--- config.mk ---
export PLATFORM = sky130hd
export DESIGN_NAME = axis_cdc_rx_buffer_flat
export DESIGN_NICKNAME = d
export VERILOG_FILES = /design/src/rtl/axis_cdc_rx_buffer_pkg.sv /design/src/rtl/axis_cdc_rx_buffer_if.sv /design/src/rtl/axis_cdc_rx_buffer_mem.sv /design/src/rtl/axis_cdc_rx_buffer.sv /design/src/flat_wrapper.sv
export SDC_FILE = /design/constraint.sdc
export NUM_CORES = 1
export LEC_CHECK = 0
export ABC_CLOCK_PERIOD_IN_PS = 35900
export CAP_MARGIN = 20
export CORE_UTILIZATION = 40
export DETAILED_ROUTE_END_ITERATION = 6
export GPL_TIMING_DRIVEN = 0
export PLACE_DENSITY_LB_ADDON = 0.25
export REMOVE_ABC_BUFFERS = 1
export SLEW_MARGIN = 20
export SYNTH_ARGS = -nofsm -noshare
export SYNTH_HDL_FRONTEND = slang
export SYNTH_HIERARCHICAL = 1
export SYNTH_SLANG_ARGS = --single-unit
export TNS_END_PERCENT = 20
--- constraint.sdc ---
create_clock -name clock -period 35.9 [get_ports clock]
set_input_delay 10.77 -clock clock [delete_from_list [all_inputs] [get_ports clock]]
set_output_delay 10.77 -clock clock [all_outputs]
set_load 0.01 [all_outputs]
--- src/rtl/axis_cdc_rx_buffer_pkg.sv ---
// ---------------------------------------------------------------------------
// axis_cdc_rx_buffer_pkg
// Shared constants for the AXI-stream CDC receive path.
//   AXIS_CDC_RX_MIN_DEPTH : smallest legal FIFO depth of the rx buffer
//   is_pow2()             : elaboration helper used to validate DEPTH
// ---------------------------------------------------------------------------
package axis_cdc_rx_buffer_pkg;

  localparam int AXIS_CDC_RX_MIN_DEPTH = 32'sd2;

  // True when value is a non-zero power of two.
  function automatic logic is_pow2(input int unsigned value);
    return (value != 32'd0) && ((value & (value - 32'd1)) == 32'd0);
  endfunction

endpackage : axis_cdc_rx_buffer_pkg

--- src/rtl/axis_cdc_rx_buffer_if.sv ---
// ---------------------------------------------------------------------------
// axi_stream
// Minimal AXI-stream bundle: valid/ready handshake plus data, user, dest.
//   master modport : drives valid/data/user/dest, receives ready
//   slave  modport : receives valid/data/user/dest, drives ready
// ---------------------------------------------------------------------------
interface axi_stream #(
  parameter int DATA_WIDTH = 32,
  parameter int USER_WIDTH = 32,
  parameter int DEST_WIDTH = 32
);

  logic                  valid;
  logic                  ready;
  logic [DATA_WIDTH-1:0] data;
  logic [USER_WIDTH-1:0] user;
  logic [DEST_WIDTH-1:0] dest;

  modport master (
    output valid,
    output data,
    output user,
    output dest,
    input  ready
  );

  modport slave (
    input  valid,
    input  data,
    input  user,
    input  dest,
    output ready
  );

endinterface : axi_stream

--- src/rtl/axis_cdc_rx_buffer_mem.sv ---
// ---------------------------------------------------------------------------
// axis_cdc_rx_buffer_mem
// DEPTH x WIDTH register array for the rx buffer. Contents are not reset.
//   clock   : destination-domain clock
//   wr_en   : write strobe, writes wr_data at wr_addr on the rising edge
//   wr_addr : write index
//   wr_data : packed {data, user, dest} word
//   rd_addr : read index
//   rd_data : asynchronous read of the entry at rd_addr
// ---------------------------------------------------------------------------
module axis_cdc_rx_buffer_mem
  import axis_cdc_rx_buffer_pkg::*;
#(
  parameter int WIDTH  = 96,
  parameter int DEPTH  = 8,
  parameter int ADDR_W = $clog2(DEPTH)
) (
  input  logic              clock,
  input  logic              wr_en,
  input  logic [ADDR_W-1:0] wr_addr,
  input  logic [WIDTH-1:0]  wr_data,
  input  logic [ADDR_W-1:0] rd_addr,
  output logic [WIDTH-1:0]  rd_data
);

  logic [WIDTH-1:0] mem_q [DEPTH];

  // Write port: capture the incoming word into the addressed entry.
  always_ff @(posedge clock) begin
    if (wr_en) begin
      mem_q[wr_addr] <= wr_data;
    end else begin
      mem_q[wr_addr] <= mem_q[wr_addr];
    end
  end

  // Fall-through read: the head entry is visible without a clock edge.
  assign rd_data = mem_q[rd_addr];

endmodule : axis_cdc_rx_buffer_mem

--- src/rtl/axis_cdc_rx_buffer.sv ---
// ---------------------------------------------------------------------------
// axis_cdc_rx_buffer
// Elastic buffer behind a non-back-pressurable CDC. Every in.valid strobe is
// captured into a circular FIFO and replayed as a ready/valid stream; words
// arriving while full (and with no simultaneous pop) are dropped and counted.
//   clock        : destination-domain clock
//   reset        : synchronous, active-low
//   in           : slave stream from the CDC; valid is a strobe
//   out          : master stream, first-word fall-through
//   clear_status : clears overflow and drop_count (a same-cycle drop wins)
//   overflow     : sticky drop flag
//   drop_count   : saturating dropped-word count
//   occupancy    : stored words, 0..DEPTH
// ---------------------------------------------------------------------------
module axis_cdc_rx_buffer
  import axis_cdc_rx_buffer_pkg::*;
#(
  parameter int DATA_WIDTH     = 32,
  parameter int USER_WIDTH     = 32,
  parameter int DEST_WIDTH     = 32,
  parameter int DEPTH          = 8,
  parameter int DROP_CNT_WIDTH = 16
) (
  input  logic                      clock,
  input  logic                      reset,
  axi_stream.slave                  in,
  axi_stream.master                 out,
  input  logic                      clear_status,
  output logic                      overflow,
  output logic [DROP_CNT_WIDTH-1:0] drop_count,
  output logic [$clog2(DEPTH):0]    occupancy
);

  localparam int PTR_W = $clog2(DEPTH);
  localparam int OCC_W = PTR_W + 1;
  localparam int PAY_W = DATA_WIDTH + USER_WIDTH + DEST_WIDTH;
  localparam logic [OCC_W-1:0] OCC_FULL = OCC_W'(DEPTH);
  localparam logic [OCC_W-1:0] OCC_ZERO = {OCC_W{1'b0}};

  if (!is_pow2(DEPTH) || (DEPTH < AXIS_CDC_RX_MIN_DEPTH)) begin : g_bad_depth
    $error("axis_cdc_rx_buffer: DEPTH must be a power of two and at least AXIS_CDC_RX_MIN_DEPTH");
  end

  logic [PTR_W-1:0]          wr_ptr_q, wr_ptr_d;
  logic [PTR_W-1:0]          rd_ptr_q, rd_ptr_d;
  logic [OCC_W-1:0]          occ_q, occ_d;
  logic                      overflow_q, overflow_d;
  logic [DROP_CNT_WIDTH-1:0] drop_cnt_q, drop_cnt_d;
  logic                      in_ready_q, in_ready_d;

  logic                      full_s;
  logic                      pop_s;
  logic                      push_s;
  logic                      drop_s;
  logic [PAY_W-1:0]          wr_data_s;
  logic [PAY_W-1:0]          rd_data_s;

  // Handshake decode: a pop frees a slot in the same cycle, so a strobe
  // arriving while full is still accepted if the consumer takes the head.
  always_comb begin
    full_s    = (occ_q == OCC_FULL);
    pop_s     = (occ_q != OCC_ZERO) && out.ready;
    push_s    = in.valid && (!full_s || pop_s);
    drop_s    = in.valid && full_s && !pop_s;
    wr_data_s = {in.data, in.user, in.dest};
  end

  // Next-state logic for pointers, occupancy, status and the ready hint.
  always_comb begin
    wr_ptr_d   = wr_ptr_q;
    rd_ptr_d   = rd_ptr_q;
    occ_d      = occ_q;
    overflow_d = overflow_q;
    drop_cnt_d = drop_cnt_q;

    if (push_s) begin
      wr_ptr_d = wr_ptr_q + PTR_W'(1);
    end else begin
      wr_ptr_d = wr_ptr_q;
    end

    if (pop_s) begin
      rd_ptr_d = rd_ptr_q + PTR_W'(1);
    end else begin
      rd_ptr_d = rd_ptr_q;
    end

    case ({push_s, pop_s})
      2'b10:   occ_d = occ_q + OCC_W'(1);
      2'b01:   occ_d = occ_q - OCC_W'(1);
      default: occ_d = occ_q;
    endcase

    // A drop in the same cycle as clear_status restarts the count at one.
    if (drop_s) begin
      overflow_d = 1'b1;
      if (clear_status) begin
        drop_cnt_d = DROP_CNT_WIDTH'(1);
      end else if (&drop_cnt_q) begin
        drop_cnt_d = drop_cnt_q;
      end else begin
        drop_cnt_d = drop_cnt_q + DROP_CNT_WIDTH'(1);
      end
    end else if (clear_status) begin
      overflow_d = 1'b0;
      drop_cnt_d = {DROP_CNT_WIDTH{1'b0}};
    end else begin
      overflow_d = overflow_q;
      drop_cnt_d = drop_cnt_q;
    end

    in_ready_d = (occ_d != OCC_FULL);
  end

  // State registers with synchronous active-low reset.
  always_ff @(posedge clock) begin
    if (!reset) begin
      wr_ptr_q   <= {PTR_W{1'b0}};
      rd_ptr_q   <= {PTR_W{1'b0}};
      occ_q      <= OCC_ZERO;
      overflow_q <= 1'b0;
      drop_cnt_q <= {DROP_CNT_WIDTH{1'b0}};
      in_ready_q <= 1'b1;
    end else begin
      wr_ptr_q   <= wr_ptr_d;
      rd_ptr_q   <= rd_ptr_d;
      occ_q      <= occ_d;
      overflow_q <= overflow_d;
      drop_cnt_q <= drop_cnt_d;
      in_ready_q <= in_ready_d;
    end
  end

  axis_cdc_rx_buffer_mem #(
    .WIDTH  (PAY_W),
    .DEPTH  (DEPTH),
    .ADDR_W (PTR_W)
  ) u_mem (
    .clock   (clock),
    .wr_en   (push_s),
    .wr_addr (wr_ptr_q),
    .wr_data (wr_data_s),
    .rd_addr (rd_ptr_q),
    .rd_data (rd_data_s)
  );

  assign out.valid  = (occ_q != OCC_ZERO);
  assign out.data   = rd_data_s[PAY_W-1 -: DATA_WIDTH];
  assign out.user   = rd_data_s[DEST_WIDTH +: USER_WIDTH];
  assign out.dest   = rd_data_s[DEST_WIDTH-1:0];
  assign in.ready   = in_ready_q;
  assign overflow   = overflow_q;
  assign drop_count = drop_cnt_q;
  assign occupancy  = occ_q;

endmodule : axis_cdc_rx_buffer

--- src/flat_wrapper.sv ---
// flat-port wrapper written by rule: the top's interface ports become plain ports
module axis_cdc_rx_buffer_flat import axis_cdc_rx_buffer_pkg::*;
#(
  parameter int DATA_WIDTH     = 32,
  parameter int USER_WIDTH     = 32,
  parameter int DEST_WIDTH     = 32,
  parameter int DEPTH          = 8,
  parameter int DROP_CNT_WIDTH = 16
)
  (clock, reset, clear_status, overflow, drop_count, occupancy, in_valid, in_data, in_user, in_dest, in_ready, out_valid, out_data, out_user, out_dest, out_ready);
  axi_stream #(.DATA_WIDTH(DATA_WIDTH), .USER_WIDTH(USER_WIDTH), .DEST_WIDTH(DEST_WIDTH)) in_i ();
  axi_stream #(.DATA_WIDTH(DATA_WIDTH), .USER_WIDTH(USER_WIDTH), .DEST_WIDTH(DEST_WIDTH)) out_i ();
  input  logic clock;
  input  logic reset;
  input  logic clear_status;
  output logic overflow;
  output logic [DROP_CNT_WIDTH-1:0] drop_count;
  output logic [$clog2(DEPTH):0] occupancy;
  input wire logic [$bits(in_i.valid)-1:0] in_valid;
  input wire logic [$bits(in_i.data)-1:0] in_data;
  input wire logic [$bits(in_i.user)-1:0] in_user;
  input wire logic [$bits(in_i.dest)-1:0] in_dest;
  output wire logic [$bits(in_i.ready)-1:0] in_ready;
  output wire logic [$bits(out_i.valid)-1:0] out_valid;
  output wire logic [$bits(out_i.data)-1:0] out_data;
  output wire logic [$bits(out_i.user)-1:0] out_user;
  output wire logic [$bits(out_i.dest)-1:0] out_dest;
  input wire logic [$bits(out_i.ready)-1:0] out_ready;
  assign in_i.valid = in_valid;
  assign in_i.data = in_data;
  assign in_i.user = in_user;
  assign in_i.dest = in_dest;
  assign in_ready = in_i.ready;
  assign out_valid = out_i.valid;
  assign out_data = out_i.data;
  assign out_user = out_i.user;
  assign out_dest = out_i.dest;
  assign out_i.ready = out_ready;
  axis_cdc_rx_buffer #(.DATA_WIDTH(DATA_WIDTH), .USER_WIDTH(USER_WIDTH), .DEST_WIDTH(DEST_WIDTH), .DEPTH(DEPTH), .DROP_CNT_WIDTH(DROP_CNT_WIDTH)) u_core (.clock(clock), .reset(reset), .in(in_i), .out(out_i), .clear_status(clear_status), .overflow(overflow), .drop_count(drop_count), .occupancy(occupancy));
endmodule
# Word-level counts from Yosys, hierarchy flattened
# Memories as Yosys holds them, arrays and structs flattened. A register that Yosys moved wholly into a read port is not among the register bits.
# Cells that the tools add are included.
totals:
  ff_bits: 28
  ramBits: 768
  wordCells: 44
  memories: 1
memory_table:
  columns: ["memory", "depth", "width", "rd", "rd_clocked_by_memory_dff", "wr", "line", "text"]
  rows:
  - ["u_core.u_mem.mem_q", 8, 96, 1, 1, 1, "axis_cdc_rx_buffer_mem.sv:26", "logic [WIDTH-1:0] mem_q [DEPTH];"]
classes:
  addsub: 5
  n_eq_ne: 6
  mux: 13
  bitwise: 1
  reduce_logical: 12
ops:
  columns: ["cell", "n"]
  rows:
  - ["two-way mux 96 bit", 1]
  - ["two-way mux 16 bit", 4]
  - ["adder 16 x 1 -> 16 bit, second input constant", 1]
  - ["AND reduction 16 bit", 1]
  - ["one-hot mux 4 bit (2 select lines)", 1]
  - ["adder 3 x 1 -> 3 bit, second input constant", 2]
  - ["two-way mux 3 bit", 2]
  - ["two-way mux 1 bit", 5]
  - ["adder 4 x 1 -> 4 bit, second input constant", 1]
  - ["equality test 4 bit, second input constant", 1]
  - ["logical AND 1 bit", 4]
  - ["!= test 4 bit, second input constant", 1]
  - ["AND reduction 2 bit", 2]
  - ["nonzero test 4 bit", 1]
  - ["subtractor 4 x 1 -> 4 bit, second input constant", 1]
  - ["equality test 2 x 1 -> 1 bit, second input constant", 1]
  - ["equality test 2 bit, second input constant", 1]
  - ["logical NOT 1 bit", 2]
  - ["!= test 2 bit, second input constant", 1]
  - ["nonzero test 2 bit", 1]
  - ["logical OR 1 bit", 1]
  - ["!= test 0 bit", 1]
  - ["bitwise OR 1 bit", 1]

# Logic depth before layout (Yosys ltp)
# Gate-level depths: netlist (run 1).
depth:
  ltp_word: 7
  mapped_depth: 9
  depth_no_buf: 8

# Hierarchy
# Netlist (run 1), hierarchy kept.
modules_own_cells:
  columns: ["mod", "n_inst", "cells_per_inst", "area_each_um2", "seq_area_each_um2"]
  rows:
  - ["axis_cdc_rx_buffer_mem", 1, 1123, 28884.0, 23062.1]
  - ["axis_cdc_rx_buffer", 1, 187, 1551.5, 560.5]

# Worst setup path after synthesis (run 1)
# OpenSTA, ideal clock, no wires.
synth_path:
  kind: "input-to-reg"
  start: "input out_ready"
  end: "memory u_core.u_mem.mem_q[0][0] (enable)"
  arrival_time_ns: 17.988
  required_time_ns: 35.232
  slack_ns: 17.243
  stages: 6
  path_buffers: 1
  cell_sequence: "clkbuf_1 -> nand2b_1 -> o21ai_0 -> inv_1 -> nand2b_1 -> nor3_1"
synth_between:
  elab_chain_len: 6
  elab_cells_between_ends: 8
synth_lines:
  columns: ["item", "line", "text"]
  rows:
  - ["from (decl)", "flat_wrapper.sv:28", "input wire logic [$bits(out_i.ready)-1:0] out_ready;"]
  - ["logical AND 1 bit (*)", "axis_cdc_rx_buffer.sv:62", "pop_s = (occ_q != OCC_ZERO) && out.ready;"]
  - ["logical OR 1 bit (*)", "axis_cdc_rx_buffer.sv:63", "push_s = in.valid && (!full_s || pop_s);"]
  - ["logical AND 1 bit (*)", "axis_cdc_rx_buffer.sv:63", null]
  - ["named net u_core.push_s", "axis_cdc_rx_buffer.sv:53", "logic push_s;"]
  - ["two-way mux 1 bit (on tied branches)", "axis_cdc_rx_buffer_mem.sv:30, axis_cdc_rx_buffer_mem.sv:33", null]
  - ["two-way mux 1 bit (implied by the code) / AND reduction 2 bit (equally long branches)", null, null]
  - ["bitwise OR 1 bit (no source line) (*)", null, null]
  - ["to (decl)", "axis_cdc_rx_buffer_mem.sv:26", null]
# The timed path passes the listed nets; every way through them passes the cells marked *.

==> results of run 1 <==
==> per-stage QoR <==
| step | std cells | util, % | worst slack (ns) | area (µm²) | hold slack (ns) |
|---|---|---|---|---|---|
| floorplan | 1243 | - | 16.25 | 30000 | 0.492 |
| global route | 2668 | 50.4 | 21.50 | 37700 | 0.518 |
| global placement | 2431 | 44.7 | 9.04 | 33400 | 0.463 |
| CTS | 2668 | 50.4 | 21.58 | 37700 | 0.492 |
| finish | 2668 | 50.4 | 21.72 | 37700 | 0.488 |
| detailed placement | 2514 | 46.7 | 21.88 | 34900 | 0.477 |
==> layer usage <==
metal | wire length [µm] | up-vias
li1 | - | 6240
met1 | 27000 | 7506
met2 | 30400 | 295
met3 | 2710 | 87
met4 | 1030 | 6
met5 | 39 | -
==> final timing paths <==
check	endpoint	slack [ns]	cells past startpoint
setup reg to reg	u_core/u_mem/mem_q[4][48]	32.69	11
hold / removal	u_core/overflow	0.49	2
hold reg to reg	u_core/overflow	0.49	2
setup / recovery	out_dest[6]	21.72	6
==> state kept, by name (all words and copies together) (netlist names) <==
register / count
u_core/rd_ptr_q: 3
u_core/in.ready: 1
u_core/overflow: 1
u_core/occupancy: 4
u_core/drop_count: 16
u_core/u_mem/mem_q: 768
u_core/wr_ptr_q: 3
==> worst register-to-register path: stages, from the launching register on <==
cell     delay, ns
dfxtp_1       0.57
or3_4         0.25
o21ai_0       0.20
inv_1         0.13
nand2_1       0.21
nor3_2        0.34
buf_4         0.27
buf_4         0.21
buf_6         0.14
buf_4         0.19
buf_4         0.22
buf_6         0.17
==> cells in the mapped netlist (7+ instances only) <==
library cell	count
a21oi_1	15
buf_1	10
buf_2	8
buf_6	22
clkbuf_1	26
dfxtp_1	28
edfxtp_1	768
mux2_2	96
mux4_2	192
nand2_1	13
nand2b_1	8
nand3_1	8
nor2_1	19
nor3_1	9
o21ai_0	7
o31ai_1	8
or4_1	8
==> final cells by class <==
type	instances	area [µm²]	share of cell area [%]
clock inverter	56	562	1.49
clock buffer	98	2210	5.85
multi-input combinational	441	6420	17.0
sequential	796	23600	62.7
tap	969	1210	3.21
timing repair buffer	302	3660	9.70
inverter	6	22.5	0.0597
==> power by group through the flow <==
stage / clock network [mW] / logic [mW] / registers [mW]
global placement: 0 / 0.462 / 1.16
global route: 0.914 / 0.484 / 1.06
finish: 0.856 / 0.450 / 1.06
floorplan: 0 / 0.282 / 1.12
CTS: 0.882 / 0.463 / 1.06
detailed placement: 0 / 0.461 / 1.08
==> cell families after synthesis <==
| logic type | count (synthesis) | share of synthesized area [%] |
|---|---|---|
| buffers and inverters | 73 | 1.49 |
| and+or+nand+nor | 95 | 1.73 |
| adders and majority gates | 4 | 0.164 |
| DFF | 796 | 77.6 |
| xor gates and xnor gates | 6 | 0.173 |
| AOI/OAI and AO/OA | 42 | 0.867 |
| muxes | 294 | 18.0 |
==> metrics, run 1 <==
post-synth top area cell edfxtp_1; unrepaired setup endpoints after global routing no; CP cell instances buf_16 > buf_16 > buf_16 > mux4_2 > mux2_2 > clkdlybuf4s50_1; CP required 25.13 ns; Total Power between 2 and 2.5 mW; drt drc 0; commonest cells after routing, fill and taps aside 768 x edfxtp_1, 219 x clkdlybuf4s50_1, 192 x mux4_2, 96 x mux2_2, 85 x clkbuf_16; TritonCTS sink count roughly 800; drt initial violations 883; met1 Resource Use GR between 20% and 30%; routed len/inst approximately 23 µm; top cells by area, synth edfxtp_1 76%, mux4_2 14%, mux2_2 3.6%; critical path type flop to primary output; Slew headroom about 54%; Clock power frac a little over a third; MaxCap Viol Count 0; Layout area overhead 23.9%; Routed WL approximately 60000 µm; Leak 11.7 nW; post-synth top area share between 70% and 80%; H-tree depth 3; initial cell density of the core between 40 and 50%; Final ANT Viol Nets 0; CTS buffer count 84; core box area between 0.07 and 0.08 mm²; Die ar. slightly below 0.08 mm²; Syn Std Cell Area 0.0304 mm²; cell family with the largest share of critical-path delay buffers and inverters; largest net degree at the start of global routing 46; worst slew pin tran about 0.69 ns; Final setup viols 0; post-CTS setup buffer count 0; Die Width about 280 µm; CP bufs+invs 4; Worst Hold Launch u_core/overflow; vias per inst between 5 and 6; most used cell, CP buf_16; Post-synth EDFFs ~770; internal power around 1.8 mW; CTS tree yes; Cell Rows 100; Worst Setup End Kind primary output; YS warnings 6; Ports 220; sequential cell area fraction in the yosys report between 70% and 80%; Distinct cells, synth 46; drt pass-1 iters 5; Hold Crit Class flop to flop; fmax approximately 71 MHz; Crit Path Max Fanout 31; Mapped Cells ~1300; vias in the first global route 15100; clk root buf clkbuf_16; RR Startpoint u_core/occupancy[0]; VDD IR max 0.0410 mV; Worst-path clk slew around 0.060 ns; combinational cell fraction of total power a little under a fifth; endpoints failing hold 0; post-cts repair resize count 0; Nets between 1500 and 2000; slowest stage delay, CP 0.56 ns; Worst Skew approximately 0.038 ns; met3 GRT Util 3.12%; PwrDens roughly 63 mW/mm²; commonest non-fill, non-tap cell in the layout edfxtp_1; initial antenna violation count 3; grt peak-use layer met2; final critical-path required period between 10 and 15 ns; met2 usage between 20% and 30%; sw frac 23.2%; RePlAce Congestion about 0.76; Hold Buf Count CTS 0; fill count roughly 5900; CP Launch Point u_core/rd_ptr_q[0]; CP startpoint kind flop; Switch Pwr 549 µW; Die Ht approximately 280 µm; sequential share of power between 40 and 50%; gr ovfl total 0; fin crit share about two fifths; post-synthesis register bit count between 700 and 800; GRT Total Usage between 10% and 20%; fin. max-slew vios 0; detailed-route via count approximately 14000; PortBufs 219; CP max-delay cell dfxtp_4; Mean Syn Cell Area approximately 23 µm²; Worst EP arrival roughly 3.4 ns; share of layout cells above drive strength 1 a little under a third; dpl hpwl about 39000 µm; Clock Latency Late Sink 0.62 ns; TNS Setup 0 ns; Post-synth ARST share 0%; n_diodes 0; status complete, no violations; most common flop cell mapped by yosys edfxtp_1; first-pass GRT wire length 93500 µm; CTS max path bufs 3
(Power assumes the default switching activity.)
==> run 2, diff against run 1 <==
--- a/config.mk
+++ b/config.mk
@@ -5,7 +5,7 @@
 export SDC_FILE = /design/constraint.sdc
 export NUM_CORES = 1
 export LEC_CHECK = 0
-export ABC_CLOCK_PERIOD_IN_PS = 35900
+export ABC_CLOCK_PERIOD_IN_PS = 11900
 export CAP_MARGIN = 20
 export CORE_UTILIZATION = 40
 export DETAILED_ROUTE_END_ITERATION = 6
==> constraint.sdc (replaced) <==
create_clock -name clock -period 11.9 [get_ports clock]
set_input_delay 3.57 -clock clock [delete_from_list [all_inputs] [get_ports clock]]
set_output_delay 3.57 -clock clock [all_outputs]
set_load 0.01 [all_outputs]
==> results of run 2 <==
Same layout as run 1 (identical final DEF). Status: complete, no violations.
Among the figures that moved: setup slack after placement 21.88 ns -> 5.08 ns; setup slack after layout 21.72 ns -> 4.92 ns; register-to-register setup slack 32.69 ns -> 8.69 ns; total power 2.37 mW -> 7.14 mW; worst IR drop on VDD 0.0410 mV -> 0.124 mV
